`config.mk`:
```
export PLATFORM = sky130hd
export DESIGN_NAME = alu_cmd_interface
export DESIGN_NICKNAME = d
export VERILOG_FILES = /design/src/rtl/alu_cmd_interface_pkg.sv /design/src/rtl/alu_cmd_interface_tx_kicker.sv /design/src/rtl/alu_cmd_interface.sv
export SDC_FILE = /design/constraint.sdc
export NUM_CORES = 1
export LEC_CHECK = 0
export BUFFER_PORTS_ARGS = -buffer_cell sky130_fd_sc_hd__buf_2
export CAP_MARGIN = 20
export CELL_PAD_IN_SITES_DETAIL_PLACEMENT = 0
export CELL_PAD_IN_SITES_GLOBAL_PLACEMENT = 1
export CORE_UTILIZATION = 45
export DETAILED_ROUTE_END_ITERATION = 8
export HOLD_SLACK_MARGIN = 0.12
export PLACE_DENSITY_LB_ADDON = 0.1
export SYNTH_ARGS = -nofsm -noshare
export SYNTH_HDL_FRONTEND = slang
export SYNTH_HIERARCHICAL = 1
export SYNTH_SLANG_ARGS = --single-unit
```
`constraint.sdc`:
```
create_clock -name clk -period 10.6 [get_ports clk]
set_input_delay 0.53 -clock clk [delete_from_list [all_inputs] [get_ports clk]]
set_output_delay 0.53 -clock clk [all_outputs]
set_load 0.05 [all_outputs]
```
`src/rtl/alu_cmd_interface_pkg.sv`:
```
// Shared definitions for the UART-driven ALU command interface:
// parser state encoding, error codes and default framing bytes.
package alu_cmd_interface_pkg;

  typedef enum logic [3:0] {
    ST_IDLE,
    ST_RD_A,
    ST_RD_B,
    ST_RD_OP,
    ST_RD_END,
    ST_EXEC,
    ST_WR_RES,
    ST_WR_ERR0,
    ST_WR_ERR1
  } state_t;

  localparam logic [7:0] ERR_CODE_FRAME   = 8'h01;
  localparam logic [7:0] ERR_CODE_TIMEOUT = 8'h02;

  localparam logic [7:0] DEF_START_BYTE = 8'hA5;
  localparam logic [7:0] DEF_END_BYTE   = 8'hF5;
  localparam logic [7:0] DEF_ERR_BYTE   = 8'hEE;

  // States that watch the inter-byte timeout (IDLE waits forever).
  function automatic logic is_frame_state(input state_t s);
    return (s == ST_RD_A) || (s == ST_RD_B) || (s == ST_RD_OP) || (s == ST_RD_END);
  endfunction

endpackage

```
`src/rtl/alu_cmd_interface_tx_kicker.sv`:
```
// Starts the UART transmitter whenever the TX FIFO holds data, keeping
// exactly one byte in flight until the transmitter reports frame done.
module tx_kicker (
  input  logic clk,
  input  logic i_rst,
  input  logic i_tx_empty,
  input  logic i_tx_done,
  output logic o_tx_start
);

  logic busy;

  // NOTE: async reset sits in the sensitivity list so the kicker is idle
  // the instant reset rises, not at the next clock edge.
  always_ff @(posedge clk or posedge i_rst) begin
    if (i_rst) begin
      busy       <= 1'b0;
      o_tx_start <= 1'b0;
    end else begin
      o_tx_start <= 1'b0;
      if (!busy && !i_tx_empty) begin
        o_tx_start <= 1'b1;
        busy       <= 1'b1;
      end else if (i_tx_done) begin
        busy <= 1'b0;
      end
    end
  end

endmodule

```
`src/rtl/alu_cmd_interface.sv`:
```
// Parses framed operand/opcode commands from the RX FIFO, drives a
// combinational ALU and queues the result (or an error frame) to the TX FIFO.
module alu_cmd_interface
  import alu_cmd_interface_pkg::*;
#(
  parameter int                 NB_DATA        = 8,
  parameter int                 NB_REG         = 32,
  parameter int                 NB_OP          = 6,
  parameter logic [NB_DATA-1:0] START_BYTE     = DEF_START_BYTE,
  parameter logic [NB_DATA-1:0] END_BYTE       = DEF_END_BYTE,
  parameter logic [NB_DATA-1:0] ERR_BYTE       = DEF_ERR_BYTE,
  parameter int                 NB_TIMEOUT     = 24,
  parameter int                 TIMEOUT_CYCLES = 10000000
) (
  input  logic               clk,
  input  logic               i_rst,
  input  logic [NB_DATA-1:0] i_rx_data,
  input  logic               i_rx_empty,
  output logic               o_rd,
  output logic [NB_REG-1:0]  o_alu_a,
  output logic [NB_REG-1:0]  o_alu_b,
  output logic [NB_OP-1:0]   o_alu_op,
  input  logic [NB_REG-1:0]  i_alu_out,
  output logic               o_wr,
  output logic [NB_DATA-1:0] o_tx_data,
  input  logic               i_tx_full,
  input  logic               i_tx_empty,
  output logic               o_tx_start,
  input  logic               i_tx_done,
  output logic               o_busy,
  output logic               o_err
);

  localparam int                  NB_LANES  = NB_REG / NB_DATA;
  localparam int                  NB_CNT    = $clog2(NB_LANES) + 1;
  localparam logic [NB_CNT-1:0]   LAST_LANE = NB_CNT'(NB_LANES - 1);
  localparam logic [NB_TIMEOUT-1:0] TMO_LAST = NB_TIMEOUT'(TIMEOUT_CYCLES - 1);

  state_t                state;
  logic [NB_CNT-1:0]     cnt;
  logic [NB_TIMEOUT-1:0] tmo_cnt;
  logic [NB_REG-1:0]     result;
  logic [NB_DATA-1:0]    err_code;

  logic rx_state, tx_state, pop, push, timeout;

  // NOTE: pop and push are combinational on purpose: the RX FIFO is
  // first-word-fall-through and both FIFOs must see the strobe in the same
  // cycle the empty/full flag was evaluated, or a byte would be lost or doubled.
  always_comb begin
    rx_state  = (state == ST_IDLE) || is_frame_state(state);
    tx_state  = (state == ST_WR_RES) || (state == ST_WR_ERR0) || (state == ST_WR_ERR1);
    pop       = rx_state && !i_rx_empty;
    push      = tx_state && !i_tx_full;
    timeout   = is_frame_state(state) && !pop && (tmo_cnt == TMO_LAST);
    o_tx_data = '0;
    case (state)
      ST_WR_RES:  o_tx_data = result[int'(cnt)*NB_DATA +: NB_DATA];
      ST_WR_ERR0: o_tx_data = ERR_BYTE;
      ST_WR_ERR1: o_tx_data = err_code;
      default:    o_tx_data = '0;
    endcase
  end

  assign o_rd   = pop;
  assign o_wr   = push;
  assign o_err  = push && (state == ST_WR_ERR0);
  assign o_busy = (state != ST_IDLE);

  always_ff @(posedge clk or posedge i_rst) begin
    if (i_rst) begin
      state    <= ST_IDLE;
      cnt      <= '0;
      tmo_cnt  <= '0;
      result   <= '0;
      err_code <= '0;
      o_alu_a  <= '0;
      o_alu_b  <= '0;
      o_alu_op <= '0;
    end else begin
      if (is_frame_state(state) && !pop) tmo_cnt <= tmo_cnt + 1'b1;
      else                               tmo_cnt <= '0;

      if (timeout) begin
        // Partially received operand lanes are intentionally kept.
        err_code <= NB_DATA'(ERR_CODE_TIMEOUT);
        state    <= ST_WR_ERR0;
      end else begin
        case (state)
          ST_IDLE: if (pop && i_rx_data == START_BYTE) begin
            cnt   <= '0;
            state <= ST_RD_A;
          end
          ST_RD_A: if (pop) begin
            o_alu_a[int'(cnt)*NB_DATA +: NB_DATA] <= i_rx_data;
            if (cnt == LAST_LANE) begin
              cnt   <= '0;
              state <= ST_RD_B;
            end else begin
              cnt <= cnt + 1'b1;
            end
          end
          ST_RD_B: if (pop) begin
            o_alu_b[int'(cnt)*NB_DATA +: NB_DATA] <= i_rx_data;
            if (cnt == LAST_LANE) begin
              cnt   <= '0;
              state <= ST_RD_OP;
            end else begin
              cnt <= cnt + 1'b1;
            end
          end
          ST_RD_OP: if (pop) begin
            o_alu_op <= i_rx_data[NB_OP-1:0];
            state    <= ST_RD_END;
          end
          ST_RD_END: if (pop) begin
            if (i_rx_data == END_BYTE) begin
              state <= ST_EXEC;
            end else begin
              err_code <= NB_DATA'(ERR_CODE_FRAME);
              state    <= ST_WR_ERR0;
            end
          end
          ST_EXEC: begin
            result <= i_alu_out;
            cnt    <= '0;
            state  <= ST_WR_RES;
          end
          ST_WR_RES: if (push) begin
            if (cnt == LAST_LANE) begin
              cnt   <= '0;
              state <= ST_IDLE;
            end else begin
              cnt <= cnt + 1'b1;
            end
          end
          ST_WR_ERR0: if (push) state <= ST_WR_ERR1;
          ST_WR_ERR1: if (push) state <= ST_IDLE;
          default:    state <= ST_IDLE;
        endcase
      end
    end
  end

  tx_kicker u_tx_kicker (
    .clk        (clk),
    .i_rst      (i_rst),
    .i_tx_empty (i_tx_empty),
    .i_tx_done  (i_tx_done),
    .o_tx_start (o_tx_start)
  );

endmodule

```
==> flow_summary.json, run 1 <==
{
  "status": "complete, no violations",
  "gp_congestion": 0.756,
  "p_per_area_mw_per_mm2": 265,
  "nets": 695,
  "grtUsageMet2": 0.340,
  "grt_most_used_layer": "met2",
  "placedCellCount": 800,
  "maxCapViolCount": 0,
  "grt_use_met1": 0.282,
  "vias": 4357,
  "synth_top_flop_cell": "dfrtp_1",
  "cts_root_buffer": "clkbuf_16",
  "final_cells": 834,
  "grt_pass1_vias": 4372,
  "first_iter_violations": 240,
  "cts-resized-gates": 0,
  "finClkSkew_ps": 6.86,
  "clk_pin_slew_ps": 60,
  "hpwl_um": 9640,
  "layout-drive-gt1-share": 0.280,
  "numCtsBuffers": 17,
  "synth-seq-cells": 137,
  "insertion_delay_ps": 410,
  "initial_utilization": 0.461,
  "ys_types": 49,
  "fin_tns_setup_ps": 0,
  "rrSetupSlack_ps": 7970,
  "area_delta_synth_final_pct": 22.8,
  "finalCriticalPeriod_ps": 2810,
  "yosysSeqAreaShare": 0.562,
  "slew-limit-headroom": 0.463,
  "seq_area_mm2": 0.00343,
  "cts_tree": "yes",
  "antenna_left": 0,
  "rows": 42,
  "globalRoute.totalOverflow": 0,
  "required_ps": 10070,
  "synth-edff-count": 0,
  "met3_usage": 0.0536,
  "grt_usage": 0.213,
  "placeableCoreArea_mm2": 0.0132,
  "ctsHoldBuffers": 1,
  "portBuffers": 128,
  "crit_fanout": 16,
  "vdd_drop_max_mv": 0.120,
  "wire_per_inst_um": 16.4,
  "path_class": "reg2out",
  "cp.arrival_ps": 2280,
  "fillers": 1197,
  "setup-violations-final": 0,
  "n_antenna_cell": 0,
  "worst_pin_slew_ps": 798,
  "cts_buffer_depth": 2,
  "startpoint_type": "flip-flop",
  "cellLeakagePower_nw": 3.66,
  "worstHoldPathType": "in2reg",
  "dieArea_mm2": 0.0140,
  "die_x_um": 118,
  "grt_start_max_net_pins": 78,
  "fin_hold_ws_ps": 271,
  "rsz0062_at_grt": "no",
  "grt_pass1_wl_um": 22800,
  "fin_ws_ps": 7790,
  "yosysWarnings": 6,
  "hold_viol_final": 0,
  "multi_input_area_mm2": 0.00253,
  "end_kind": "primary output",
  "finalMaxSlewViolations": 0,
  "synthesis.area_mm2": 0.00610,
  "die_h_um": 118,
  "syn_inst": 514,
  "drt-pass1-iter-count": 4,
  "syn-num-nets": 564,
  "vias_per_cell": 5.22,
  "htree_levels": 4,
  "drc_errors": 0,
  "routed_wirelength_um": 13700,
  "async_reset_ff_frac": 1.00,
  "post-route-period-util": 0.265,
  "ios": 129,
  "cts.sinks": 137,
  "post_cts_buffers": 0,
  "max_freq_mhz": 356,
  "syn_area_per_cell_um2": 11.9,
  "place_ws_ps": 7960,
  "grt_antenna_before_repair": 0
}
-- sequential cells by signal, indices dropped and copies added (netlist names) --
register and cells:
err_code 2, o_alu_b 32, u_tx_kicker/busy 1, o_alu_op 6
tmo_cnt 24, o_alu_a 32, state 4, u_tx_kicker/o_tx_start 1
cnt 3, result 32
-- synthesized netlist by cell type, drive strengths merged, types with 3 or more instances --
cell type | instances | area, um^2
a21oi | 6 | 30.0
and2 | 8 | 50.1
and3 | 3 | 20.0
buf | 5 | 25.0
clkbuf | 16 | 60.1
clkinv | 5 | 18.8
dfrtp | 137 | 3430
ha | 4 | 50.1
inv | 11 | 41.3
mux2 | 82 | 923
mux4 | 8 | 180
nand2 | 58 | 218
nand2b | 3 | 18.8
nand3 | 14 | 82.6
nand4 | 10 | 62.6
nor2 | 39 | 146
nor2b | 5 | 31.3
nor3 | 8 | 62.6
nor4 | 7 | 43.8
o21ai | 32 | 160
or3 | 4 | 25.0
xnor2 | 10 | 87.6
xor2 | 12 | 105
-- power by group --
group / internal [mW] / leakage (nW) / switching, mW
Sequential: 0.644 / 1.81 / 0.0900
Clock: 0.323 / 0.265 / 0.218
Combinational: 0.239 / 1.59 / 0.473
Total: 1.21 / 3.66 / 0.781
-- critical path, cell delays in order, from the launching register on --
cell     delay (ps)
dfrtp_1         640
nor2b_1         330
nand3_1         320
inv_1           150
nand2_1          60
nand3_1          70
buf_2           290
-- layout by cell type (no fill, tap or decap), types with 3 or more instances in the layout --
| master | count |
|---|---|
| mux2_2 | 3 |
| nand2_1 | 58 |
| nor2_1 | 38 |
| mux4_2 | 8 |
| clkinvlp_4 | 4 |
| clkbuf_8 | 4 |
| or3_1 | 4 |
| clkinv_1 | 5 |
| and2_1 | 8 |
| o21ai_1 | 28 |
| nand3_1 | 13 |
| nand4_1 | 10 |
| buf_2 | 128 |
| xnor2_1 | 10 |
| clkbuf_16 | 17 |
| nor3_1 | 6 |
| nand2b_1 | 3 |
| nor2b_1 | 5 |
| a21oi_1 | 6 |
| dfrtp_1 | 137 |
| buf_4 | 3 |
| clkinv_2 | 4 |
| o21ai_0 | 4 |
| nor4_1 | 7 |
| xor2_1 | 12 |
| ha_1 | 4 |
| mux2_1 | 79 |
| inv_1 | 8 |
-- path summary, 6_finish.rpt --
path | cells past startpoint | from | endpoint
max | 6 | state[2] | o_tx_data[1]
min | 2 | i_tx_empty | u_tx_kicker/o_tx_start
max reg2reg | 6 | cnt[1] | o_alu_b[0]
min reg2reg | 1 | u_tx_kicker/busy | u_tx_kicker/o_tx_start
max in group asynchronous | 5 | i_rst | tmo_cnt[5]
min in group asynchronous | 3 | i_rst | u_tx_kicker/busy
-- cells by family after synthesis --
logic type | synth area share
compound gates | 0.0503
fa+ha+maj | 0.00821
simple gates | 0.140
buf+inv | 0.0238
mux | 0.184
flops | 0.562
xor+xnor | 0.0316
-- layer usage --
layer  part of all wire  wire, um  vias to the layer above
li1                   -         -                     2071
met1               0.46      6270                     2166
met2               0.48      6590                      104
met3              0.046       625                       16
met4              0.015       210                        0
met5                  0         0                        -
-- stage by stage --
step,util,power (mW),cell area (um^2)
floorplan,-,1.29,6100
global placement,0.521,1.44,6900
global route,0.566,2.11,7490
detailed placement,0.521,1.46,6900
CTS,0.564,2.01,7460
finish,0.566,1.99,7490
-- area by class of cell --
cell class | instances | area share
Clock inverter | 10 | 0.00902
Inverter | 16 | 0.00835
Tap cell | 176 | 0.0294
Sequential cell | 137 | 0.458
Timing Repair Buffer | 133 | 0.0935
Multi-Input combinational cell | 340 | 0.338
Clock buffer | 22 | 0.0646
(Power assumes the default switching activity.)
==> inputs of run 2 (changes only) <==
--- a/config.mk
+++ b/config.mk
@@ -5,11 +5,12 @@
 export SDC_FILE = /design/constraint.sdc
 export NUM_CORES = 1
 export LEC_CHECK = 0
+export ABC_AREA = 1
 export BUFFER_PORTS_ARGS = -buffer_cell sky130_fd_sc_hd__buf_2
 export CAP_MARGIN = 20
 export CELL_PAD_IN_SITES_DETAIL_PLACEMENT = 0
 export CELL_PAD_IN_SITES_GLOBAL_PLACEMENT = 1
-export CORE_UTILIZATION = 45
+export CORE_UTILIZATION = 37
 export DETAILED_ROUTE_END_ITERATION = 8
 export HOLD_SLACK_MARGIN = 0.12
 export PLACE_DENSITY_LB_ADDON = 0.1
==> constraint.sdc (replaced) <==
create_clock -name clk -period 2.49 [get_ports clk]
set_input_delay 0.1245 -clock clk [delete_from_list [all_inputs] [get_ports clk]]
set_output_delay 0.1245 -clock clk [all_outputs]
set_load 0.05 [all_outputs]
==> flow_summary.json, run 2 <==
{
  "status": "complete, no violations",
  "ff2ff_path_depth": 7,
  "cellLeakagePower_nw": 4.19,
  "drc_errors": 0,
  "finalMaxSlewViolations": 0,
  "first_iter_violations": 322,
  "rows": 47,
  "fin_tns_setup_ps": 0,
  "antenna_left": 0,
  "max_freq_mhz": 439,
  "grt_start_max_net_pins": 46,
  "crit_end": "o_alu_b[2]",
  "vias": 5765,
  "worstHoldPathType": "in2async",
  "synth_xor_area_frac": 0.0137,
  "hold_viol_final": 0,
  "top_regs": "o_alu_a x32, o_alu_b x32, result x32",
  "fin_hold_ws_ps": 334,
  "synth-edff-count": 0,
  "yosys.area.top_type": "dfrtp_1",
  "cts_buffer_depth": 2,
  "area_delta_synth_final_pct": 31.6,
  "synthesis.area_mm2": 0.00640,
  "cts.sinks": 137,
  "routed.top_layer": "met4",
  "n_antenna_cell": 0,
  "async_reset_ff_frac": 1.00,
  "nets": 1001,
  "end_kind": "flip-flop",
  "syn_inst": 769,
  "grt_pass1_vias": 5805,
  "die_x_um": 134,
  "insertion_delay_ps": 420,
  "drt-pass1-iter-count": 5,
  "switching_power_mw": 3.73,
  "synthTopCellsByCount": "nand2_1 (263), dfrtp_1 (137), nor2_1 (71), inv_1 (62), o21ai_0 (41)",
  "finClkSkew_ps": 18.0,
  "dieArea_mm2": 0.0178,
  "wl_met3_um": 726,
  "mostFrequentLayoutCells": "nand2_1 (263), dfrtp_1 (137), buf_2 (128), nor2_1 (71), inv_1 (61)",
  "synth_top_flop_cell": "dfrtp_1",
  "netSwitchingFraction": 0.403,
  "routed_wirelength_um": 17000,
  "slew-limit-headroom": 0.554,
  "fin_util": 0.503,
  "synth_top_family_by_area": "simple AND/OR/NAND/NOR gates",
  "syn-num-nets": 819,
  "yosysWarnings": 6,
  "ios": 129,
  "synth-compound-area-share": 0.115,
  "r2r-end": "o_alu_b[2]",
  "synthMuxAreaShare": 0.00176,
  "post-route-period-util": 0.914,
  "yosys-top-cells-area": "dfrtp_1 (54%), nand2_1 (15%), nor2_1 (4.2%)",
  "p_int_mw": 5.52,
  "drt-met1-wl_um": 7690,
  "finalCriticalPeriod_ps": 2280,
  "grt_pass1_wl_um": 28500,
  "initial_utilization": 0.382,
  "wl_met2_um": 8170,
  "r2r_start": "cnt[1]",
  "synth_simple_gate_area_frac": 0.266,
  "rrSetupSlack_ps": 210,
  "path_class": "reg2reg",
  "globalRoute.totalOverflow": 0,
  "die_h_um": 134,
  "p_per_area_mw_per_mm2": 1100,
  "worst_pin_slew_ps": 667,
  "cts_tree": "yes",
  "syn_area_per_cell_um2": 8.32,
  "synth-seq-cells": 137,
  "crit_fanout": 16,
  "startpoint_type": "flip-flop",
  "startpoint": "cnt[1]",
  "vdd_drop_max_mv": 0.543,
  "placeableCoreArea_mm2": 0.0168,
  "cts_root_buffer": "clkbuf_16",
  "portBuffers": 128,
  "hpwl_um": 12200,
  "required_ps": 2810,
  "fillers": 1629,
  "yosysSeqAreaShare": 0.536,
  "ys_types": 34,
  "htree_levels": 4,
  "wire_per_inst_um": 14.4,
  "power_frac_comb": 0.361,
  "rsz0062_at_grt": "no",
  "seq_power_share": 0.338,
  "yosysMostFrequentCell": "nand2_1",
  "gp_congestion": 0.847,
  "pwr-share-clk": 0.301,
  "cp.arrival_ps": 2600,
  "layout-drive-gt1-share": 0.229,
  "synth_fa_ha_area_frac": 0.00782,
  "maxCapViolCount": 0,
  "layout_commonest_cell": "nand2_1",
  "synth_top_area_share": 0.536,
  "vias_per_cell": 4.87,
  "grt_antenna_before_repair": 0,
  "grt_usage": 0.204,
  "clk_pin_slew_ps": 60,
  "numCtsBuffers": 17,
  "setup-violations-final": 0
}
## run 2: what timing repair did
item                                    in CTS  in global routing
buffers inserted                             0                  1
hold buffers                                47                  0
gates resized for setup                      0                  0
hold endpoints to repair                    96                  0
endpoints found under the setup margin       0                  6
## run 2: cell type report
type	instances	area (um^2)	area share
Timing Repair Buffer	187	1230	0.146
Sequential cell	137	3430	0.407
Clock buffer	21	460	0.0547
Clock inverter	11	193	0.0229
Inverter	66	251	0.0299
Tap cell	220	275	0.0327
Multi-Input combinational cell	542	2590	0.307
## run 2: how the worst min path moves through the flow
stage / endpoint / depth (start not counted) / from
after floorplan: u_tx_kicker/busy / 1 / i_rst
after global placement: u_tx_kicker/o_tx_start / 2 / i_rst
after detailed placement: u_tx_kicker/o_tx_start / 2 / i_rst
after CTS: result[25] / 3 / i_rst
after global routing: tmo_cnt[10] / 3 / i_rst
final: tmo_cnt[10] / 3 / i_rst
## run 2: layer usage
metal / vias to the layer above / GRT usage
li1: 2840 / -
met1: 2746 / 0.264
met2: 148 / 0.329
met3: 31 / 0.0472
met4: 0 / 0.0852
met5: - / 0
## run 2: kinds of logic (layout without fill, tap and decap cells)
family,after synthesis,count (layout)
AOI/OAI and AO/OA,122,122
xor gates and xnor gates,10,10
adders and majority gates,4,4
buffers and inverters,90,285
DFF,137,137
muxes,1,1
and+or+nand+nor,405,405
## run 2: power groups by stage
| stage | sequential, mW | clock (mW) | combinational, mW |
|---|---|---|---|
| floorplan | 3.90 | 0 | 1.70 |
| global placement | 3.13 | 0 | 3.25 |
| finish | 3.12 | 2.79 | 3.34 |
| CTS | 3.12 | 2.84 | 3.36 |
| global route | 3.19 | 2.96 | 3.67 |
| detailed placement | 3.14 | 0 | 3.29 |
## run 2: worst max-delay path: stages (launching register included)
cell	delay, ps
dfrtp_1	340
inv_1	60
ha_1	180
ha_1	290
or2_2	330
nor3_2	220
nand2_1	410
o31ai_1	340
## run 2: through the flow
step	instance area, um^2	power, mW	setup slack, ps	instances
2_1_floorplan	6400	5.60	157	769
3_3_place_gp	7290	6.38	299	1104
4_1_cts	8410	9.31	50.0	1183
3_5_place_dp	7290	6.44	188	1104
5_1_grt	8420	9.82	3.02	1184
6_report	8420	9.24	214	1184
